==> src/rtl/bufmr_ce_seq_pkg.sv <==
// Shared types and constants for the multi-region clock-buffer CE sequencer.
// Contents:
//   state_e        - sequencer state encoding (3-bit)
//   MAX_REGIONS    - largest supported number of regional buffers
//   max3()         - maximum of three cycle counts
//   tmr_width()    - width of the phase timer for the given cycle counts
package bufmr_ce_seq_pkg;

  typedef enum logic [2:0] {
    ST_IDLE   = 3'd0,
    ST_CE_OFF = 3'd1,
    ST_CLR    = 3'd2,
    ST_SETTLE = 3'd3,
    ST_HOLD   = 3'd4
  } state_e;

  localparam int MAX_REGIONS = 8;

  function automatic int max3(input int a, input int b, input int c);
    int m;
    m = (a > b) ? a : b;
    return (m > c) ? m : c;
  endfunction

  // Enough bits to hold the longest phase length minus one.
  function automatic int tmr_width(input int ce_off, input int clr, input int settle);
    int w;
    w = $clog2(max3(ce_off, clr, settle) + 1);
    return (w < 1) ? 1 : w;
  endfunction

endpackage

==> src/rtl/bufmr_seq_timer.sv <==
// Phase timer: loadable down-counter that stops at zero.
// Ports:
//   clk_i       - clock
//   rst_ni      - synchronous active-low reset (count -> 0)
//   load_i      - load load_val_i this cycle (wins over decrement)
//   load_val_i  - value to load (phase length minus one)
//   zero_o      - count is zero
module bufmr_seq_timer #(
  parameter int TW = 3
) (
  input  logic          clk_i,
  input  logic          rst_ni,
  input  logic          load_i,
  input  logic [TW-1:0] load_val_i,
  output logic          zero_o
);

  logic [TW-1:0] cnt_q;

  always_ff @(posedge clk_i) begin
    if (!rst_ni) begin
      cnt_q <= '0;
    end else if (load_i) begin
      cnt_q <= load_val_i;
    end else if (cnt_q != '0) begin
      cnt_q <= cnt_q - TW'(1);
    end
  end

  assign zero_o = (cnt_q == '0);

endmodule

==> src/rtl/bufmr_ce_seq.sv <==
// Multi-region clock-buffer enable sequencer. Drives the CE of a
// BUFMRCE-class buffer and the CLR of the regional buffers it feeds, always
// in the order CE low -> regional clear -> settle -> CE high. The same
// sequence (minus the CE-low phase) runs after reset so regional dividers
// start phase-aligned.
// Ports:
//   clk          - sequencer clock
//   rst_n        - synchronous active-low reset
//   start        - resync request, honoured only in IDLE with force_off low
//   region_mask  - regions to clear, captured with start
//   force_off    - level; holds CE low while high
//   bufmr_ce     - CE to the multi-region buffer
//   bufr_clr     - per-region CLR
//   busy         - sequence or hold in progress
//   done         - one-cycle pulse when CE returns high
module bufmr_ce_seq
  import bufmr_ce_seq_pkg::*;
#(
  parameter int NUM_REGIONS   = 2,
  parameter int CE_OFF_CYCLES = 2,
  parameter int CLR_CYCLES    = 3,
  parameter int SETTLE_CYCLES = 4
) (
  input  logic                   clk,
  input  logic                   rst_n,
  input  logic                   start,
  input  logic [NUM_REGIONS-1:0] region_mask,
  input  logic                   force_off,
  output logic                   bufmr_ce,
  output logic [NUM_REGIONS-1:0] bufr_clr,
  output logic                   busy,
  output logic                   done
);

  if (NUM_REGIONS < 1 || NUM_REGIONS > MAX_REGIONS) begin : g_bad_regions
    $error("bufmr_ce_seq: NUM_REGIONS out of range 1..8");
  end
  if (CE_OFF_CYCLES < 1 || CLR_CYCLES < 1 || SETTLE_CYCLES < 1) begin : g_bad_cycles
    $error("bufmr_ce_seq: cycle counts must be >= 1");
  end

  localparam int TW = tmr_width(CE_OFF_CYCLES, CLR_CYCLES, SETTLE_CYCLES);
  // After reset the first CLR cycle has already elapsed when the timer gets
  // its first load, so that load is one shorter than a normal CLR entry.
  localparam int CLR_PWR_LEN = (CLR_CYCLES > 1) ? CLR_CYCLES - 2 : 0;

  localparam logic [TW-1:0] LD_CE_OFF = TW'(CE_OFF_CYCLES - 1);
  localparam logic [TW-1:0] LD_CLR    = TW'(CLR_CYCLES - 1);
  localparam logic [TW-1:0] LD_CLR_PU = TW'(CLR_PWR_LEN);
  localparam logic [TW-1:0] LD_SETTLE = TW'(SETTLE_CYCLES - 1);

  state_e                 state_q, state_d;
  logic [NUM_REGIONS-1:0] mask_q, mask_d;
  logic                   pwr_q, pwr_d;
  logic                   ce_q, busy_q, done_q;
  logic [NUM_REGIONS-1:0] clr_q;
  logic                   ce_d, busy_d, done_d;
  logic [NUM_REGIONS-1:0] clr_d;

  logic                   tmr_load;
  logic [TW-1:0]          tmr_val;
  logic                   tmr_zero;

  bufmr_seq_timer #(.TW(TW)) u_timer (
    .clk_i      (clk),
    .rst_ni     (rst_n),
    .load_i     (tmr_load),
    .load_val_i (tmr_val),
    .zero_o     (tmr_zero)
  );

  always_comb begin
    state_d  = state_q;
    mask_d   = mask_q;
    pwr_d    = pwr_q;
    tmr_load = 1'b0;
    tmr_val  = '0;

    if (force_off) begin
      state_d = ST_HOLD;
      pwr_d   = 1'b0;
      // Park the timer at zero for the hold.
      if (state_q != ST_HOLD) begin
        tmr_load = 1'b1;
        tmr_val  = '0;
      end
    end else begin
      unique case (state_q)
        ST_IDLE: begin
          if (start) begin
            state_d  = ST_CE_OFF;
            mask_d   = region_mask;
            tmr_load = 1'b1;
            tmr_val  = LD_CE_OFF;
          end
        end
        ST_CE_OFF: begin
          if (tmr_zero) begin
            state_d  = ST_CLR;
            tmr_load = 1'b1;
            tmr_val  = LD_CLR;
          end
        end
        ST_CLR: begin
          if (pwr_q) begin
            // First cycle out of reset: timer was reset, not loaded.
            pwr_d    = 1'b0;
            tmr_load = 1'b1;
            if (CLR_CYCLES == 1) begin
              state_d = ST_SETTLE;
              tmr_val = LD_SETTLE;
            end else begin
              tmr_val = LD_CLR_PU;
            end
          end else if (tmr_zero) begin
            state_d  = ST_SETTLE;
            tmr_load = 1'b1;
            tmr_val  = LD_SETTLE;
          end
        end
        ST_SETTLE: begin
          if (tmr_zero) begin
            state_d = ST_IDLE;
          end
        end
        ST_HOLD: begin
          // CE is already low, so resume straight at the clear phase.
          state_d  = ST_CLR;
          mask_d   = '1;
          tmr_load = 1'b1;
          tmr_val  = LD_CLR;
        end
        default: begin
          state_d = ST_CLR;
          mask_d  = '1;
          pwr_d   = 1'b1;
        end
      endcase
    end

    ce_d   = (state_d == ST_IDLE);
    clr_d  = (state_d == ST_CLR) ? mask_d : '0;
    busy_d = (state_d != ST_IDLE);
    done_d = (state_q == ST_SETTLE) && (state_d == ST_IDLE);
  end

  always_ff @(posedge clk) begin
    if (!rst_n) begin
      state_q <= ST_CLR;
      mask_q  <= '1;
      pwr_q   <= 1'b1;
      ce_q    <= 1'b0;
      clr_q   <= '1;
      busy_q  <= 1'b1;
      done_q  <= 1'b0;
    end else begin
      state_q <= state_d;
      mask_q  <= mask_d;
      pwr_q   <= pwr_d;
      ce_q    <= ce_d;
      clr_q   <= clr_d;
      busy_q  <= busy_d;
      done_q  <= done_d;
    end
  end

  assign bufmr_ce = ce_q;
  assign bufr_clr = clr_q;
  assign busy     = busy_q;
  assign done     = done_q;

endmodule

==> config.mk <==
export PLATFORM = sky130hd
export DESIGN_NAME = bufmr_ce_seq
export DESIGN_NICKNAME = d
export VERILOG_FILES = /design/src/rtl/bufmr_ce_seq_pkg.sv /design/src/rtl/bufmr_seq_timer.sv /design/src/rtl/bufmr_ce_seq.sv
export SDC_FILE = /design/constraint.sdc
export NUM_CORES = 1
export LEC_CHECK = 0
export ABC_CLOCK_PERIOD_IN_PS = 2700
export BUFFER_PORTS_ARGS = -buffer_cell sky130_fd_sc_hd__buf_4
export CAP_MARGIN = 40
export CORE_MARGIN = 2
export CORE_UTILIZATION = 57
export CTS_CLUSTER_SIZE = 24
export DETAILED_ROUTE_END_ITERATION = 7
export GPL_ROUTABILITY_DRIVEN = 0
export PLACE_DENSITY = 0.8
export SKIP_CTS_REPAIR_TIMING = 1
export SYNTH_ARGS = -nofsm -noshare
export SYNTH_HDL_FRONTEND = slang
export SYNTH_SLANG_ARGS = --single-unit
==> constraint.sdc <==
create_clock -name clk -period 2.7 [get_ports clk]
set_clock_uncertainty 0.15 [all_clocks]
set_input_delay 0 -clock clk [delete_from_list [all_inputs] [get_ports clk]]
set_output_delay 0 -clock clk [all_outputs]
set_load 0.005 [all_outputs]
Word level (Yosys, flattened, before mapping)
Index checks and enable logic that the tools add are counted.
Storage, ports and cells
  register bits: 14
  input port bits: 6
  output and inout bits: 5
Operators by class
  $add $sub $neg: 1
  equality and inequality tests: 7
  muxes and demuxes: 27
  reduce and logical (&&, ||, !) cells: 9
Operator list (count)
  2-to-1 mux 3 bit: 8
  2-to-1 mux 2 bit: 7
  case mux 3 bit (4 select lines): 1
  == test 3 x 2 -> 1 bit, second input constant: 3
  logical NOT 3 bit: 3
  case mux 2 bit (4 select lines): 1
  2-to-1 mux 1 bit: 7
  nonzero test 3 bit: 2
  case mux 1 bit (4 select lines): 1
  case mux 2 bit (2 select lines): 1
  OR reduction 4 bit: 1
  == test 3 x 1 -> 1 bit, second input constant: 1
  == test 3 bit, second input constant: 1
  inequality test 3 bit, second input constant: 1
  OR reduction 3 bit: 1
  subtractor 3 x 1 -> 3 bit, second input constant: 1
  inequality test 2 x 1 -> 1 bit, second input constant: 1
  case mux 1 bit (2 select lines): 1
  nonzero test 2 bit: 1
  logical AND 1 bit: 1

Longest topological paths before layout
Gate-level depths: netlist of run 1.
  word-level depth: 7
  depth in mapped cells: 6
  gate-level depth less buffers: 6

Hierarchy
Synthesis of run 1 repeated with hierarchy kept, for this count alone.
Second synthesis, totals
  cells, all modules: 84
  area, all modules: 783.3 sq um
By module, submodules not included
  bufmr_ce_seq: times used 1, cells an instance 62, area an instance 578.1 sq um, sequential area each 220.2 sq um
  bufmr_seq_timer: times used 1, cells an instance 22, area an instance 205.2 sq um, sequential area each 60.1 sq um

Worst setup path before layout of run 1
OpenSTA, ideal clock, no wires.
  kind: register -> register
  start: register u_timer.cnt_q[0]
  end: register clr_q[1], in the netlist bufr_clr[1]
  library setup time: 115 ps
  data arrival time: 1400 ps
  required time: 2435 ps
  path slack: 1035 ps
  stages on the path, launching flop included: 7
  buffers on the path: 0
  clock period less this slack: 1665 ps
  cells stage by stage: dfxtp_1 -> inv_1 -> ha_1 -> or3b_1 -> a311oi_1 -> o21ai_0 -> and2_1
Between the ends
  longest elaborated chain between the ends: 7
  elaborated cells on any way between the ends: 9
  those cells by class: 1 x eq/ne; 7 x mux; 1 x reduce/logical
Ends and longest elaborated chain
  start: declaration: line bufmr_seq_timer.sv:18  | logic [TW-1:0] cnt_q;
  start signal: assignment: line bufmr_seq_timer.sv:24  | cnt_q <= load_val_i;
  start signal: assignment: line bufmr_seq_timer.sv:26  | cnt_q <= cnt_q - TW'(1);
  logical NOT 3 bit (*): line bufmr_seq_timer.sv:30  | assign zero_o = (cnt_q == '0);
  2-to-1 mux 3 bit: line bufmr_ce_seq.sv:115  | end else if (tmr_zero) begin
  2-to-1 mux 3 bit: line bufmr_ce_seq.sv:105  | if (pwr_q) begin
  case mux 3 bit (4 select lines) (*): line bufmr_ce_seq.sv:88  | unique case (state_q)
  2-to-1 mux 3 bit (*): line bufmr_ce_seq.sv:79  | if (force_off) begin
  == test 3 x 2 -> 1 bit (*): line bufmr_ce_seq.sv:142  | clr_d = (state_d == ST_CLR) ? mask_d : '0;
  2-to-1 mux 2 bit (*): line bufmr_ce_seq.sv:142
  end signal: assignment: line bufmr_ce_seq.sv:161  | clr_q <= clr_d;
  end: declaration: line bufmr_ce_seq.sv:56  | logic [NUM_REGIONS-1:0] clr_q;
Every way passes the cells marked *; elsewhere a longest branch is shown, timed or not.
A chain may end at the register's enable or synchronous reset.

Worst setup path after layout of run 1
  start: register state_q[0]
  end: register pwr_q
Between the ends
  longest elaborated chain between the ends: 4
  elaborated cells on any way between the ends: 9
  those cells by class: 5 x eq/ne; 2 x mux; 2 x reduce/logical
Ends and longest elaborated chain
  start: declaration: line bufmr_ce_seq.sv:52  | state_e state_q, state_d;
  start signal: assignment: line bufmr_ce_seq.sv:157  | state_q <= state_d;
  == test 3 x 2 -> 1 bit, or another cell as far along: line bufmr_ce_seq.sv:88
  OR reduction 4 bit (no line)
  case mux 1 bit (2 select lines): line bufmr_ce_seq.sv:88
  2-to-1 mux 1 bit: line bufmr_ce_seq.sv:79
  end signal: assignment: line bufmr_ce_seq.sv:159  | pwr_q <= pwr_d;
  end: declaration: line bufmr_ce_seq.sv:54  | logic pwr_q, pwr_d;
Several ways; a longest one is shown, not always the timed one.

==> results of run 1 <==
[worst reg2reg max path, cell delays in order (launching register included)]
cell and delay (ns):
dfxtp_1 0.56, or2_1 0.20, a21oi_1 0.08, o31ai_1 0.20
dlygate4sd3_1 0.57
[stage by stage]
stage                 util  total power [mW]  setup slack (ns)  instances  instance area (sq um)
global route        0.7673            0.5143            0.7649        110                  887.1
finish              0.7673            0.4846            0.8881        110                  887.1
floorplan                -            0.3083             1.035         80                  740.7
detailed placement  0.6840            0.3317            0.9328        100                  790.8
CTS                 0.7154            0.4800            0.9005        104                  827.0
global placement    0.6840            0.3291            0.9881        100                  790.8
[power breakdown]
group          internal, mW  leakage [nW]  switching [mW]
Clock                0.0822        0.0210          0.0676
Sequential            0.219         0.115          0.0135
Combinational        0.0547         0.241          0.0476
[synthesized netlist by cell type (all sizes together), types with 2 or more instances]
master	count
nor2b	2
o21ai	3
nor3b	3
and2	3
inv	7
nor2	10
dfxtp	14
mux2i	2
ha	2
buf	2
clkbuf	2
a32oi	3
nand2b	2
o22ai	3
a311oi	2
[kinds of logic (layout without fill, tap and decap cells)]
logic type | after synthesis | in the layout | synth area share
AOI/OAI and AO/OA | 18 | 18 | 0.1841
and+or+nand+nor | 33 | 33 | 0.2838
muxes | 2 | 2 | 0.02703
buffers and inverters | 11 | 27 | 0.09291
DFF | 14 | 14 | 0.3784
adders and majority gates | 2 | 2 | 0.03378
[state kept, by name (all words and copies together), names as in the netlist]
register / count
state_q: 3
u_timer.cnt_q: 3
bufr_clr: 2
mask_q: 2
bufmr_ce: 1
busy: 1
done: 1
pwr_q: 1
[worst max-delay path by stage]
stage	start	end	slack, ns	depth (start not counted)
6_report	state_q[0]	pwr_q	0.89	4
5_1_grt	state_q[1]	pwr_q	0.76	4
4_1_cts	u_timer.cnt_q[0]	bufr_clr[1]	0.90	6
3_5_place_dp	u_timer.cnt_q[0]	bufr_clr[1]	0.93	6
3_3_place_gp	u_timer.cnt_q[0]	bufr_clr[1]	0.99	6
2_1_floorplan	u_timer.cnt_q[0]	bufr_clr[1]	1.04	6
[area by class of cell]
| cell class | count | area share |
|---|---|---|
| Clock buffer | 4 | 0.04090 |
| Inverter | 7 | 0.02962 |
| Multi-Input combinational cell | 55 | 0.4415 |
| Sequential cell | 14 | 0.3159 |
| Tap cell | 14 | 0.01975 |
| Timing Repair Buffer | 16 | 0.1523 |
[metal layers]
layer | routed length [microns] | global-route usage | share of wire | vias up
li1 | - | - | - | 321
met1 | 644 | 0.2872 | 0.45 | 287
met2 | 661 | 0.3387 | 0.46 | 19
met3 | 95 | 0.06667 | 0.066 | 5
met4 | 30 | 0.1466 | 0.021 | 0
met5 | 0 | 0 | 0 | -
[cell usage in the layout, fill, tap and decap left out, drive strengths merged, types with 2 or more instances in the layout]
cell type and count:
ha 2, mux2i 2, and2 3, dlygate4sd3 6
o22ai 3, inv 7, nor2b 2, a32oi 3
nand2b 2, nor2 10, o21ai 3, dfxtp 14
clkbuf 4, a311oi 2, buf 10, nor3b 3
==> impl_results.md, run 1 <==
* Outcome: finished clean
* Area leader, netlist: dfxtp_1
* Max_cap viols at 0
* Ys flop type: dfxtp_1
* Register area share after synthesis at 0.3784
* Initial drt markers at 15
* Worst Hold Path Cells at 1
* Net Count, Synth at 88
* Worst Hold Class: flip-flop to flip-flop
* Final setup viols at 0
* TritonRoute pass-1 iters at 4
* #FFs+latches synth at 14
* Worst reg-to-reg path cell count at 4
* Die area at roughly 0.0016 sq mm
* Wire per inst at around 13 microns
* Initial antenna violation count at 0
* Core ar. at 0.001156 sq mm
* # IOs at 11
* GRT Util Overall at 0.2292
* FILL cells at 83
* Post-Route WL at 1431 microns
* Mapped Cells at 80
* Ratio of cells with drive above 1 in the final layout at 0.1875
* Drt via density at 5.745
* Clk buf depth at 2
* EDFF count, synth at 0
* Crit path cell chain: or2_1 -> a21oi_1 -> o31ai_1 -> dlygate4sd3_1
* Worst-path fanout max at 13
* Hpwl dp at around 1000 microns
* Fin Hold WS at 0.3460 ns
* First-pass GRT wire length at 2366 microns
* Area of the multi-input gates at 391.6 sq um
* Vias in the first global route at approximately 560
* Routed Antenna Nets at 0
* Final hold vios at 0
* PD cells at 546.2 mW/mm^2
* Largest net degree at the start of global routing at 15
* CTS tree: yes
* CP arrival at 1.90 ns
* Worst rel slew slack at 0.7198
* Library cells used by synthesis at 36
* Crit-path max cell delay at 0.57 ns
* Worst vdd ir at 0.0003070 V
* FF-to-FF Start: state_q[0]
* Critical path startpoint category: flip-flop
* Final period util at 0.6711
* Critical Path End Type: flip-flop
* Die Ht at about 40 microns
* Register area at 280.3 sq um
* Die Wd at ~40 microns
* WP buf/inv at 1
* Most area-consuming cells after synthesis: dfxtp_1 38%, nor2_1 5.1%, clkbuf_8 3.7%, inv_1 3.5%, a32oi_1 3.5%
* Fmax at 0.5519 GHz
* # rows at 12
* R2R Setup Slk at 0.89 ns
* Yosys top cell area share at 0.3784
* Post-synthesis async set-or-reset flop share at 0
* WP data required at 2.78 ns
* Clock Latency Late Sink at 0.28 ns
* Min Tclk post-route at 1.812 ns
* Port buffer count at 10
* Initial core utilization at 0.6407
* Worst Tran Pin Value at between 0.4 and 0.5 ns
* Leakage power at 0.3774 nW
* Area growth syn-to-layout at 19.76%
* Slowest cell on crit path: dlygate4sd3_1
* Worst hold path endpoint: u_timer.cnt_q[0]
* Slew Limit Fails at 0
* Synth Warn # at 0
* DRC viols at 0
* FF-to-FF End: pwr_q
* Setup Crit Path Kind: flip-flop to flip-flop
* Global route total overflow at 0
* Synth Area per Inst at approximately 9.3 sq um
* TritonCTS buffer count at 3
* Syn Std Cell Area at 740.7 sq um
* Final TNS setup at 0 ns
* Unrepaired setup endpoints after global routing: false
* H-Tree Depth at 1
* Root Driver: clkbuf_4
* Crit path max-delay family: buffers and inverters
* Ant. Diodes at 0
* Worst-path clk slew at 0.09 ns
* Nets at approximately 110
* DR vias at 632
* Hold Crit Start: u_timer.cnt_q[0]
* # clock sinks at 14
(Power assumes the default switching activity.)
==> run 2, diff against run 1 <==
ABC_CLOCK_PERIOD_IN_PS = 1450   (was 2700)
CORE_UTILIZATION = 48   (was 57)
PLACE_DENSITY = 0.72   (was 0.8)
clock period = 1.45 ns   (was 2.7 ns; I/O delays follow)
==> impl_results.md, run 2 (synthesis results as in run 1) <==
* Core ar. at 0.001471 sq mm (+27%)
* Post-place setup slack at -0.1654 ns (-1.098 ns)
* Die area at 0.001873 sq mm (+17%)
* Worst vdd ir at 0.0007177 V (+130%)
* Fmax at 0.6171 GHz (+12%)
* Initial antenna violation count at 0 (unchanged)
* Root Driver: clkbuf_4
* Failing checks: setup timing
* Worst-path fanout max at 4 (-9)
* Hpwl dp at 1181 microns (+17%)
* Nets at 120 (+14%)
* Most frequent cells in the layout: 25 x buf_4, 10 x nor2_1, 10 x dfxtp_1, 6 x dlygate4sd3_1, 5 x inv_1
* Largest regs: state_q: 3 flops, u_timer.cnt_q: 3 flops
* Setup Crit Path Kind: flip-flop to flip-flop
* Min Tclk post-route at 1.621 ns (-0.1914 ns)
* Ratio of cells with drive above 1 in the final layout at 0.4505 (+0.2630)
* Wire per inst at 15.25 microns (+17%)
* H-Tree Depth at 1 (unchanged)
* # IOs at 11 (unchanged)
* Outcome: complete, but fails checks
* # rows at 14 (+2)
* Routed Antenna Nets at 0 (unchanged)
* Leakage power at 0.4632 nW (+23%)
* Largest net degree at the start of global routing at 14 (-1)
* Clk buf depth at 2 (unchanged)
* Critical path startpoint category: flip-flop
* Final period util at 1.118 (+0.4465)
* Clock Latency Late Sink at 0.28 ns (about the same)
* Slew Limit Fails at 0 (unchanged)
* Worst Hold Class: input pin to flip-flop
* Unrepaired setup endpoints after global routing: true
* Final setup viols at 5 (+5)
* Final hold vios at 0 (unchanged)
* Vias in the first global route at 605 (+9.0%)
* First-pass GRT wire length at 2566 microns (+8.5%)
* Area growth syn-to-layout at 44.60%
* Die Ht at 43.28 microns (+8.1%)
* Worst Tran Pin Value at 0.2906 ns (-0.1289 ns)
* PD cells at 932.0 mW/mm^2 (+71%)
* WP data required at 1.48 ns (-1.30 ns)
* # clock sinks at 14 (unchanged)
* CTS tree: yes
* Initial drt markers at 23 (+8)
* CP arrival at 1.65 ns (-0.25 ns)
* DR vias at 735 (+16%)
* GRT Util Overall at 0.1876 (-0.04156)
* Post-Layout Inst Area at 0.001071 sq mm (+21%)
* Most common cell after layout, fill and taps aside: buf_4
* Drt via density at 5.787 (+0.73%)
* TritonRoute pass-1 iters at 4 (unchanged)
* Worst rel slew slack at 0.8063 (+0.08650)
* Post-Route WL at 1937 microns (+35%)
* Placed Cells at 117 (+17%)
* Initial core utilization at 0.5034 (-0.1373)
* Max_cap viols at 0 (unchanged)
* Final WS setup at -0.1706 ns (-1.059 ns)
* Worst-path clk slew at 0.08 ns (about the same)
* Fin Hold WS at 0.008380 ns (-0.3377 ns)
* DRC viols at 0 (unchanged)
* TritonCTS buffer count at 3 (unchanged)
* Global route total overflow at 0 (unchanged)
* Critical Path End Type: flip-flop
* Ant. Diodes at 0 (unchanged)
* DP Area at 919.6 sq um (+16%)
* Port buffer count at 10 (unchanged)
* Final Util at 0.7279 (-0.03943)
* Fin cells at 127 (+15%)
* Die Wd at 43.28 microns (+8.1%)
==> run 2: changes by cell type in the layout (fill, tap and decap cells not counted), moves of 2 or more <==
cell     before  now
dfxtp_1      14   10
inv_1         7    5
buf_4        10   25
inv_2         0    2
dfxtp_2       0    3
o21ai_0       3    1
==> run 2: final cells by class <==
type,count,area [sq um]
multi-input combinational,55,452.9
fill,104,400.4
sequential,14,287.8
timing repair buffer,31,247.7
clock buffer,4,36.28
inverter,7,26.28
tap,16,20.02
==> run 2: worst paths after layout <==
kind	start	endpoint	slack, ns	cells past startpoint
worst max-delay path	u_timer.cnt_q[1]	bufr_clr[0]	-0.17	6
worst min-delay path	force_off	u_timer.cnt_q[0]	0.008	4
worst max register to register	u_timer.cnt_q[1]	bufr_clr[0]	-0.17	6
worst min register to register	mask_q[0]	mask_q[0]	0.39	2
==> run 2: critical path, cell delays in order, from the launching register on <==
cell	delay, ns
dfxtp_2	0.33
inv_2	0.07
ha_4	0.15
or3b_4	0.38
a311oi_2	0.20
o21ai_1	0.10
and2_1	0.13
==> run 2: through the flow <==
stage	power (mW)	setup TNS, ns
floorplan	0.5820	-0.1706
global placement	0.6729	-0.6060
detailed placement	0.6756	-0.7655
CTS	0.9506	-1.061
global route	1.047	-1.131
finish	0.9982	-0.6172
==> run 2: report_power, final <==
group	total [mW]	switching (mW)	internal [mW]
Sequential	0.428	0.0188	0.409
Combinational	0.293	0.129	0.163
Clock	0.278	0.125	0.153
==> run 2: metal layers <==
layer,GRT usage,up-vias,routed length [microns]
met1,0.2467,353,796
met2,0.2836,22,996
li1,-,356,-
met4,0.04848,0,36
met3,0.07660,4,108
met5,0,-,0
